<file path="src/rtl/fpga_intc_if.sv">
// Register strobe bus and CPU interrupt-acknowledge handshake of the FPGA interrupt controller.
interface fpga_intc_if;
  logic        fpga_stb;
  logic        fpga_we;
  logic        fpga_ack;
  logic [3:0]  fpga_addr;
  logic [7:0]  fpga_data;
  logic [31:0] fpga_odata;
  logic        iack_stb;
  logic [2:0]  iack_level;
  logic        iack_ack;
  logic [7:0]  iack_vec;

  modport master (
    output fpga_stb, fpga_we, fpga_addr, fpga_data, iack_stb, iack_level,
    input  fpga_ack, fpga_odata, iack_ack, iack_vec
  );

  modport slave (
    input  fpga_stb, fpga_we, fpga_addr, fpga_data, iack_stb, iack_level,
    output fpga_ack, fpga_odata, iack_ack, iack_vec
  );
endinterface

</file>
<file path="src/rtl/fpga_intc.sv">
// Seven-level 68040 interrupt controller: edge-latched requests, mask, IPL encode, IACK vectoring.
// Optional FPGA_INTC_SYNC_EN inserts a two-flop synchronizer in front of the edge detector.
module fpga_intc #(
  parameter logic [7:0] VEC_BASE_RST = 8'h40,
  parameter logic [7:0] SPUR_VEC     = 8'h18
) (
  input  logic             clk,
  input  logic             rst,
  fpga_intc_if.slave       bus,
  input  logic [6:0]       irq_in,
  output logic [2:0]       out_ipl
);

  localparam logic [3:0] ADDR_IPEND  = 4'h4;
  localparam logic [3:0] ADDR_IMASK  = 4'h5;
  localparam logic [3:0] ADDR_ISET   = 4'h6;
  localparam logic [3:0] ADDR_IVBASE = 4'h7;
  localparam logic [3:0] ADDR_ISTAT  = 4'h8;

  typedef enum logic [1:0] {
    ST_IDLE = 2'd0,
    ST_WAIT = 2'd1,
    ST_ACK  = 2'd2
  } bus_state_t;

  typedef enum logic {
    I_IDLE = 1'b0,
    I_RESP = 1'b1
  } iack_state_t;

  // Index+1 of the highest set request bit, 0 when none.
  function automatic logic [2:0] prio_level(input logic [6:0] req);
    logic [2:0] lvl;
    lvl = 3'd0;
    for (int i = 0; i < 7; i++) begin
      if (req[i]) begin
        lvl = 3'(i + 1);
      end
    end
    return lvl;
  endfunction

  // One-hot pending bit for a level; level 0 selects nothing.
  function automatic logic [6:0] level_bit(input logic [2:0] level);
    logic [6:0] oh;
    case (level)
      3'd1:    oh = 7'h01;
      3'd2:    oh = 7'h02;
      3'd3:    oh = 7'h04;
      3'd4:    oh = 7'h08;
      3'd5:    oh = 7'h10;
      3'd6:    oh = 7'h20;
      3'd7:    oh = 7'h40;
      default: oh = 7'h00;
    endcase
    return oh;
  endfunction

  logic [6:0]  irq_s;
  logic [6:0]  irq_cap_r;
  logic [6:0]  irq_prev_r;
  logic [6:0]  edge_s;
  logic [6:0]  pending_r;
  logic [6:0]  pending_nxt_s;
  logic [6:0]  set_s;
  logic [6:0]  clr_s;
  logic [6:0]  imask_r;
  logic [7:0]  ivbase_r;
  logic [7:0]  ivbase_nxt_s;
  logic [2:0]  cur_level_s;
  logic [2:0]  ipl_r;
  bus_state_t  bstate_r;
  bus_state_t  bstate_nxt_s;
  iack_state_t istate_r;
  iack_state_t istate_nxt_s;
  logic        acc_s;
  logic        wr_ipend_s;
  logic        wr_imask_s;
  logic        wr_iset_s;
  logic        wr_ivbase_s;
  logic        iack_busy_s;
  logic        iack_start_s;
  logic [2:0]  iack_lvl_r;
  logic        iack_hit_r;
  logic        iack_hit_nxt_s;
  logic [7:0]  rdata_s;
  logic [7:0]  rdata_r;
  logic        fpga_ack_nxt_s;
  logic [31:0] fpga_odata_nxt_s;
  logic        iack_ack_nxt_s;
  logic [7:0]  iack_vec_nxt_s;
  logic        fpga_ack_r;
  logic [31:0] fpga_odata_r;
  logic        iack_ack_r;
  logic [7:0]  iack_vec_r;

`ifdef FPGA_INTC_SYNC_EN
  logic [6:0] sync1_r;
  logic [6:0] sync2_r;

  // Two-flop synchronizer for asynchronous interrupt sources.
  always_ff @(posedge clk) begin
    if (rst) begin
      sync1_r <= 7'h00;
      sync2_r <= 7'h00;
    end else begin
      sync1_r <= irq_in;
      sync2_r <= sync1_r;
    end
  end

  assign irq_s = sync2_r;
`else
  assign irq_s = irq_in;
`endif

  // Edge history; reset loads the live level so sources already high do not fire.
  always_ff @(posedge clk) begin
    if (rst) begin
      irq_cap_r  <= irq_s;
      irq_prev_r <= irq_s;
    end else begin
      irq_cap_r  <= irq_s;
      irq_prev_r <= irq_cap_r;
    end
  end

  assign edge_s       = irq_cap_r & ~irq_prev_r;
  assign cur_level_s  = prio_level(pending_r & ~{1'b0, imask_r[5:0]});
  assign iack_busy_s  = (istate_r == I_RESP);
  assign acc_s        = (bstate_r == ST_IDLE) && bus.fpga_stb;
  assign iack_start_s = (istate_r == I_IDLE) && bus.iack_stb;
  assign wr_ipend_s   = acc_s && bus.fpga_we && (bus.fpga_addr == ADDR_IPEND);
  assign wr_imask_s   = acc_s && bus.fpga_we && (bus.fpga_addr == ADDR_IMASK);
  assign wr_iset_s    = acc_s && bus.fpga_we && (bus.fpga_addr == ADDR_ISET);
  assign wr_ivbase_s  = acc_s && bus.fpga_we && (bus.fpga_addr == ADDR_IVBASE);

  // Pending update: sets are OR-ed in after clears so a set always wins.
  always_comb begin
    set_s = edge_s;
    clr_s = 7'h00;
    if (wr_iset_s) begin
      set_s = edge_s | bus.fpga_data[6:0];
    end else begin
      set_s = edge_s;
    end
    if (wr_ipend_s) begin
      clr_s = bus.fpga_data[6:0];
    end else begin
      clr_s = 7'h00;
    end
    if (iack_busy_s && iack_hit_r) begin
      clr_s = clr_s | level_bit(iack_lvl_r);
    end else begin
      clr_s = clr_s;
    end
    pending_nxt_s = (pending_r & ~clr_s) | set_s;
    ivbase_nxt_s  = wr_ivbase_s ? bus.fpga_data : ivbase_r;
  end

  // Software-visible registers.
  always_ff @(posedge clk) begin
    if (rst) begin
      pending_r <= 7'h00;
      imask_r   <= 7'h7F;
      ivbase_r  <= VEC_BASE_RST;
    end else begin
      pending_r <= pending_nxt_s;
      imask_r   <= wr_imask_s ? bus.fpga_data[6:0] : imask_r;
      ivbase_r  <= ivbase_nxt_s;
    end
  end

  // Read data mux, sampled when a read is accepted in IDLE.
  always_comb begin
    rdata_s = 8'h00;
    if (acc_s && !bus.fpga_we) begin
      case (bus.fpga_addr)
        ADDR_IPEND:  rdata_s = {1'b0, pending_r};
        ADDR_IMASK:  rdata_s = {1'b0, imask_r};
        ADDR_IVBASE: rdata_s = ivbase_r;
        ADDR_ISTAT:  rdata_s = {4'b0000, iack_busy_s, cur_level_s};
        default:     rdata_s = 8'h00;
      endcase
    end else begin
      rdata_s = 8'h00;
    end
  end

  // State registers of both FSMs plus captured access/IACK context.
  always_ff @(posedge clk) begin
    if (rst) begin
      bstate_r   <= ST_IDLE;
      istate_r   <= I_IDLE;
      rdata_r    <= 8'h00;
      iack_lvl_r <= 3'd0;
      iack_hit_r <= 1'b0;
    end else begin
      bstate_r   <= bstate_nxt_s;
      istate_r   <= istate_nxt_s;
      rdata_r    <= acc_s ? rdata_s : rdata_r;
      iack_lvl_r <= iack_start_s ? bus.iack_level : iack_lvl_r;
      iack_hit_r <= iack_hit_nxt_s;
    end
  end

  // Next-state logic for the register bus and IACK FSMs.
  always_comb begin
    bstate_nxt_s = bstate_r;
    istate_nxt_s = istate_r;
    case (bstate_r)
      ST_IDLE: bstate_nxt_s = bus.fpga_stb ? ST_WAIT : ST_IDLE;
      ST_WAIT: bstate_nxt_s = ST_ACK;
      ST_ACK:  bstate_nxt_s = ST_IDLE;
      default: bstate_nxt_s = ST_IDLE;
    endcase
    case (istate_r)
      I_IDLE:  istate_nxt_s = bus.iack_stb ? I_RESP : I_IDLE;
      I_RESP:  istate_nxt_s = I_IDLE;
      default: istate_nxt_s = I_IDLE;
    endcase
  end

  // Output decode, one cycle ahead; the IACK lookup sees pending as it will be in I_RESP.
  always_comb begin
    iack_hit_nxt_s   = iack_start_s && ((pending_nxt_s & level_bit(bus.iack_level)) != 7'h00);
    fpga_ack_nxt_s   = (bstate_nxt_s == ST_ACK);
    fpga_odata_nxt_s = 32'h0000_0000;
    iack_ack_nxt_s   = (istate_nxt_s == I_RESP);
    iack_vec_nxt_s   = 8'h00;
    if (fpga_ack_nxt_s) begin
      fpga_odata_nxt_s = {24'h00_0000, rdata_r};
    end else begin
      fpga_odata_nxt_s = 32'h0000_0000;
    end
    if (iack_start_s) begin
      iack_vec_nxt_s = iack_hit_nxt_s ? (ivbase_nxt_s + {5'b00000, bus.iack_level}) : SPUR_VEC;
    end else begin
      iack_vec_nxt_s = 8'h00;
    end
  end

  // Registered handshake outputs.
  always_ff @(posedge clk) begin
    if (rst) begin
      fpga_ack_r   <= 1'b0;
      fpga_odata_r <= 32'h0000_0000;
      iack_ack_r   <= 1'b0;
      iack_vec_r   <= 8'h00;
    end else begin
      fpga_ack_r   <= fpga_ack_nxt_s;
      fpga_odata_r <= fpga_odata_nxt_s;
      iack_ack_r   <= iack_ack_nxt_s;
      iack_vec_r   <= iack_vec_nxt_s;
    end
  end

  // IPL output; frozen during the acknowledge response so the CPU sees a stable level.
  always_ff @(posedge clk) begin
    if (rst) begin
      ipl_r <= 3'b111;
    end else if (iack_busy_s) begin
      ipl_r <= ipl_r;
    end else begin
      ipl_r <= ~cur_level_s;
    end
  end

  assign bus.fpga_ack   = fpga_ack_r;
  assign bus.fpga_odata = fpga_odata_r;
  assign bus.iack_ack   = iack_ack_r;
  assign bus.iack_vec   = iack_vec_r;
  assign out_ipl        = ipl_r;

endmodule

</file>
<file path="src/flat_wrapper.sv">
// flat-port wrapper written by rule: the top's interface ports become plain ports
module fpga_intc_flat 
#(
  parameter logic [7:0] VEC_BASE_RST = 8'h40,
  parameter logic [7:0] SPUR_VEC     = 8'h18
)
  (clk, rst, irq_in, out_ipl, bus_fpga_stb, bus_fpga_we, bus_fpga_addr, bus_fpga_data, bus_iack_stb, bus_iack_level, bus_fpga_ack, bus_fpga_odata, bus_iack_ack, bus_iack_vec);
  fpga_intc_if bus_i ();
  input  logic clk;
  input  logic rst;
  input  logic [6:0] irq_in;
  output logic [2:0] out_ipl;
  input wire logic [$bits(bus_i.fpga_stb)-1:0] bus_fpga_stb;
  input wire logic [$bits(bus_i.fpga_we)-1:0] bus_fpga_we;
  input wire logic [$bits(bus_i.fpga_addr)-1:0] bus_fpga_addr;
  input wire logic [$bits(bus_i.fpga_data)-1:0] bus_fpga_data;
  input wire logic [$bits(bus_i.iack_stb)-1:0] bus_iack_stb;
  input wire logic [$bits(bus_i.iack_level)-1:0] bus_iack_level;
  output wire logic [$bits(bus_i.fpga_ack)-1:0] bus_fpga_ack;
  output wire logic [$bits(bus_i.fpga_odata)-1:0] bus_fpga_odata;
  output wire logic [$bits(bus_i.iack_ack)-1:0] bus_iack_ack;
  output wire logic [$bits(bus_i.iack_vec)-1:0] bus_iack_vec;
  assign bus_i.fpga_stb = bus_fpga_stb;
  assign bus_i.fpga_we = bus_fpga_we;
  assign bus_i.fpga_addr = bus_fpga_addr;
  assign bus_i.fpga_data = bus_fpga_data;
  assign bus_i.iack_stb = bus_iack_stb;
  assign bus_i.iack_level = bus_iack_level;
  assign bus_fpga_ack = bus_i.fpga_ack;
  assign bus_fpga_odata = bus_i.fpga_odata;
  assign bus_iack_ack = bus_i.iack_ack;
  assign bus_iack_vec = bus_i.iack_vec;
  fpga_intc #(.VEC_BASE_RST(VEC_BASE_RST), .SPUR_VEC(SPUR_VEC)) u_core (.clk(clk), .rst(rst), .bus(bus_i), .irq_in(irq_in), .out_ipl(out_ipl));
endmodule
</file>
<file path="config.mk">
export PLATFORM = sky130hd
export DESIGN_NAME = fpga_intc_flat
export DESIGN_NICKNAME = d
export VERILOG_FILES = /design/src/rtl/fpga_intc_if.sv /design/src/rtl/fpga_intc.sv /design/src/flat_wrapper.sv
export SDC_FILE = /design/constraint.sdc
export NUM_CORES = 1
export LEC_CHECK = 0
export ABC_AREA = 1
export CORE_MARGIN = 2
export CORE_UTILIZATION = 47
export CTS_BUF_LIST = sky130_fd_sc_hd__clkbuf_8
export CTS_CLUSTER_DIAMETER = 60
export DETAILED_ROUTE_END_ITERATION = 8
export PLACE_DENSITY = 0.79
export REMOVE_ABC_BUFFERS = 1
export SLEW_MARGIN = 20
export SYNTH_ARGS = -nofsm -noshare
export SYNTH_HDL_FRONTEND = slang
export SYNTH_SLANG_ARGS = --single-unit
</file>
<file path="constraint.sdc">
create_clock -name clk -period 2.52 [get_ports clk]
set_input_delay 0.378 -clock clk [delete_from_list [all_inputs] [get_ports clk]]
set_output_delay 0.378 -clock clk [all_outputs]
set_load 0.01 [all_outputs]
</file>
==> qor.txt <==
Status: complete, but fails checks
Failing checks: design-rule violations
CP arrival: 2.70 ns
Slowest CP cell: clkdlybuf4s50_1
Fmax: 0.415 GHz
Worst-Skew Late Latency: 0.35 ns
Clock power share: 41.9%
CP dominant cell by count: nand2_2
Critical Path RT: 2.80 ns
CTS Root Cell: clkbuf_8
Share of cells above drive strength 1: 15.6%
Fillers: 583
Max cap viols: 0
Die width: 86.6 um
Minimum clock period: 2.41 ns
Final setup fails: 0
Clk sink count: 70
Multi-input logic area: 1480 um2
Clock tree from TritonCTS: yes
Initial core utilization: 48.0%
Clock buffer depth: 2
Cell Chain, Critical Path: clkdlybuf4s50_1 -> nand3_4 -> nor2_8 -> nand2_2 -> o21ai_2 -> ha_2 -> inv_1 -> fa_2 -> or2_4 -> nand2_2 -> nand2_2 -> buf_4 -> xor2_1 -> a21oi_1
Num CTS Buffers: 9
Net Sw Frac: 24.1%
Final core utilization: 61.3%
Final worst slack: 0.109 ns
Asr flop ratio synth: 0%
Clock transition at the registers of the reported paths: 0.07 ns
Num rows: 30
Crit share post-route: 95.7%
Sw Pwr: 602 uW
Routed vias: 2,863
Pre-antenna DRT Iters: 6
Library cells used by synthesis: 36
Comb pwr share: 11.2%
Initial drt markers: 219
Worst path bufs/invs: 3
Routed WL: 7.51 mm
Worst setup path category: in2reg
Nets: 533
Ys Warns: 0
Worst hold path type: reg2reg
Crit Path Max Fanout: 5
Final hold slack: 0.429 ns
Dpl hpwl: 5.65 mm
Fin. Hold Viols: 0
Vias in the first global route: 2,744
ANT nets after route: 0
RSZ-0062 raised after global routing: no
Lkg Pwr: 0.00189 uW
Avg Inst Size Synth: 7.45 um2
Max VDD drop: 289 uV
Synth Instances: 430
Mapped Area: 3200 um2
Startpoint types: input port
Vias per std cell: 4.88
Area grow syn2layout: 27.8%
Clock H-tree levels: 3
Main synth FF type: dfxtp_1
Antenna cells: 0
Routability cong.: 0.914
GRT Total Usage: 21.5%
Place WS: -0.597 ns
First-pass GRT wire length: 12.4 mm
Post-synth EDFFs: 0
Post-route clock skew: 0.00704 ns
CP delay by family, top: buffers and inverters
Total grt overflow: 0
Int Power: 1900 uW
Seq. cell area: 1400 um2
Port bufs: 47
Die height: 86.6 um
# DRC: 1
Relative slew slack: 63.9%
Ports: 72
Critical Path End Type: flop
Setup Total Neg Slack: 0 ns
Initial antenna violation count: 0
Sequential share of power: 46.9%
Slew Viols, Final: 0
Die ar.: 7490 um2
Core Area: 6680 um2
Largest stage delay, worst path: 0.52 ns
Power Density: 610 nW/um2
Pwr Total: 2500 uW
Largest net degree at the start of global routing: 26
Slew of the pin with the lowest slew margin: 0.540 ns
Seq cells post-synth: 70
Sequential share of the synthesized area: 43.7%
Average wire per standard cell: 12.8 um
[cells by family after synthesis]
logic type	count (synthesis)	synth area share [%]
other cells	1	0.117
xor+xnor	4	1.09
simple gates	180	25.4
compound gates	78	13.7
flops	70	43.7
fa+ha+maj	4	1.80
mux	1	0.312
buf+inv	92	13.9
[synth_stat cells, types with 2 or more instances]
cell type | instances | area, um2
ha_1 | 3 | 37.5
inv_1 | 59 | 221
xor2_1 | 3 | 26.3
nand3_1 | 10 | 50.1
clkbuf_1 | 5 | 18.8
or2_2 | 2 | 12.5
o221ai_1 | 2 | 17.5
nor3_1 | 7 | 35.0
nand2_2 | 3 | 18.8
nor2_2 | 11 | 68.8
nand2_1 | 98 | 368
nor2_1 | 40 | 150
buf_4 | 24 | 180
o211ai_1 | 3 | 22.5
inv_2 | 2 | 7.51
nand2_4 | 3 | 33.8
o21ai_2 | 3 | 26.3
dfxtp_1 | 70 | 1400
o21ai_0 | 22 | 110
a21oi_1 | 40 | 200
nor2_4 | 3 | 33.8
o2111ai_1 | 3 | 26.3
[cell usage in the layout, fill, tap and decap left out, types with 12 or more instances in the layout]
cell type / count
nand2_1: 95
dfxtp_1: 70
inv_1: 58
clkdlybuf4s50_1: 42
a21oi_1: 40
nor2_1: 38
conb_1: 24
buf_4: 22
o21ai_0: 19
nor2_2: 13
clkbuf_8: 12
[flip-flops by register name, indices dropped and copies added (netlist names)]
name,flops
u_core.iack_busy_s,1
u_core.out_ipl,3
u_core.irq_cap_r,7
u_core.bus.fpga_ack,1
u_core.rdata_r,8
u_core.bstate_r,1
u_core.bus.iack_vec,8
u_core.irq_prev_r,7
u_core.pending_r,7
u_core.imask_r,7
u_core.iack_hit_r,1
u_core.iack_lvl_r,3
u_core.bus.fpga_odata,8
u_core.ivbase_r,8
[cell type report]
class,instances,area share (%)
Clock buffer,12,4.03
Clock inverter,4,1.68
Inverter,61,5.59
Multi-Input combinational cell,291,36.2
Sequential cell,70,34.2
Tap cell,80,2.44
Timing Repair Buffer,69,15.8
[power by group through the flow]
stage	clock network (uW)	logic, uW	registers (uW)
global route	1110	310	1180
detailed placement	0	272	1200
global placement	0	266	1200
floorplan	0	135	1200
CTS	1050	277	1170
finish	1050	279	1170
[path summary, 6_finish.rpt]
check / from / endpoint / slack, ns / cells after the start
max reg2reg: u_core.bstate_r[0] / u_core.bus.iack_vec[4] / 0.17 / 14
max: bus_fpga_stb / u_core.bus.iack_vec[4] / 0.11 / 14
min: u_core.rdata_r[1] / u_core.bus.fpga_odata[1] / 0.43 / 2
min reg2reg: u_core.rdata_r[1] / u_core.bus.fpga_odata[1] / 0.43 / 2
[metrics by stage]
| step | instances | area (um2) |
|---|---|---|
| 3_5_place_dp | 566 | 3770 |
| 6_report | 587 | 4100 |
| 2_1_floorplan | 422 | 3080 |
| 3_3_place_gp | 566 | 3770 |
| 5_1_grt | 587 | 4100 |
| 4_1_cts | 585 | 4040 |
[worst register-to-register path, cell delays in order (launching register included)]
cell and delay, ns:
dfxtp_1 0.32, nor2_2 0.17, nand3_4 0.12, nor2_8 0.14, nand2_2 0.07, o21ai_2 0.07, ha_2 0.20, inv_1 0.05
fa_2 0.35, or2_4 0.24, nand2_2 0.06, nand2_2 0.07, buf_4 0.13, xor2_1 0.13, a21oi_1 0.15
[metal layers]
| layer | share of wire [%] | track usage (%) |
|---|---|---|
| met4 | 2.1 | 8.95 |
| met1 | 42 | 25.5 |
| met3 | 7.0 | 7.81 |
| met2 | 48 | 35.2 |
| met5 | 0 | 0 |
[repair_timing]
action                     CTS  global route
hold buffers                 0             0
cloned                       0             0
buffers inserted             3             2
setup endpoints to repair    3             5
gates resized for setup      9            13
pin swaps                    5             6
Power figures use the tool's default switching activity.
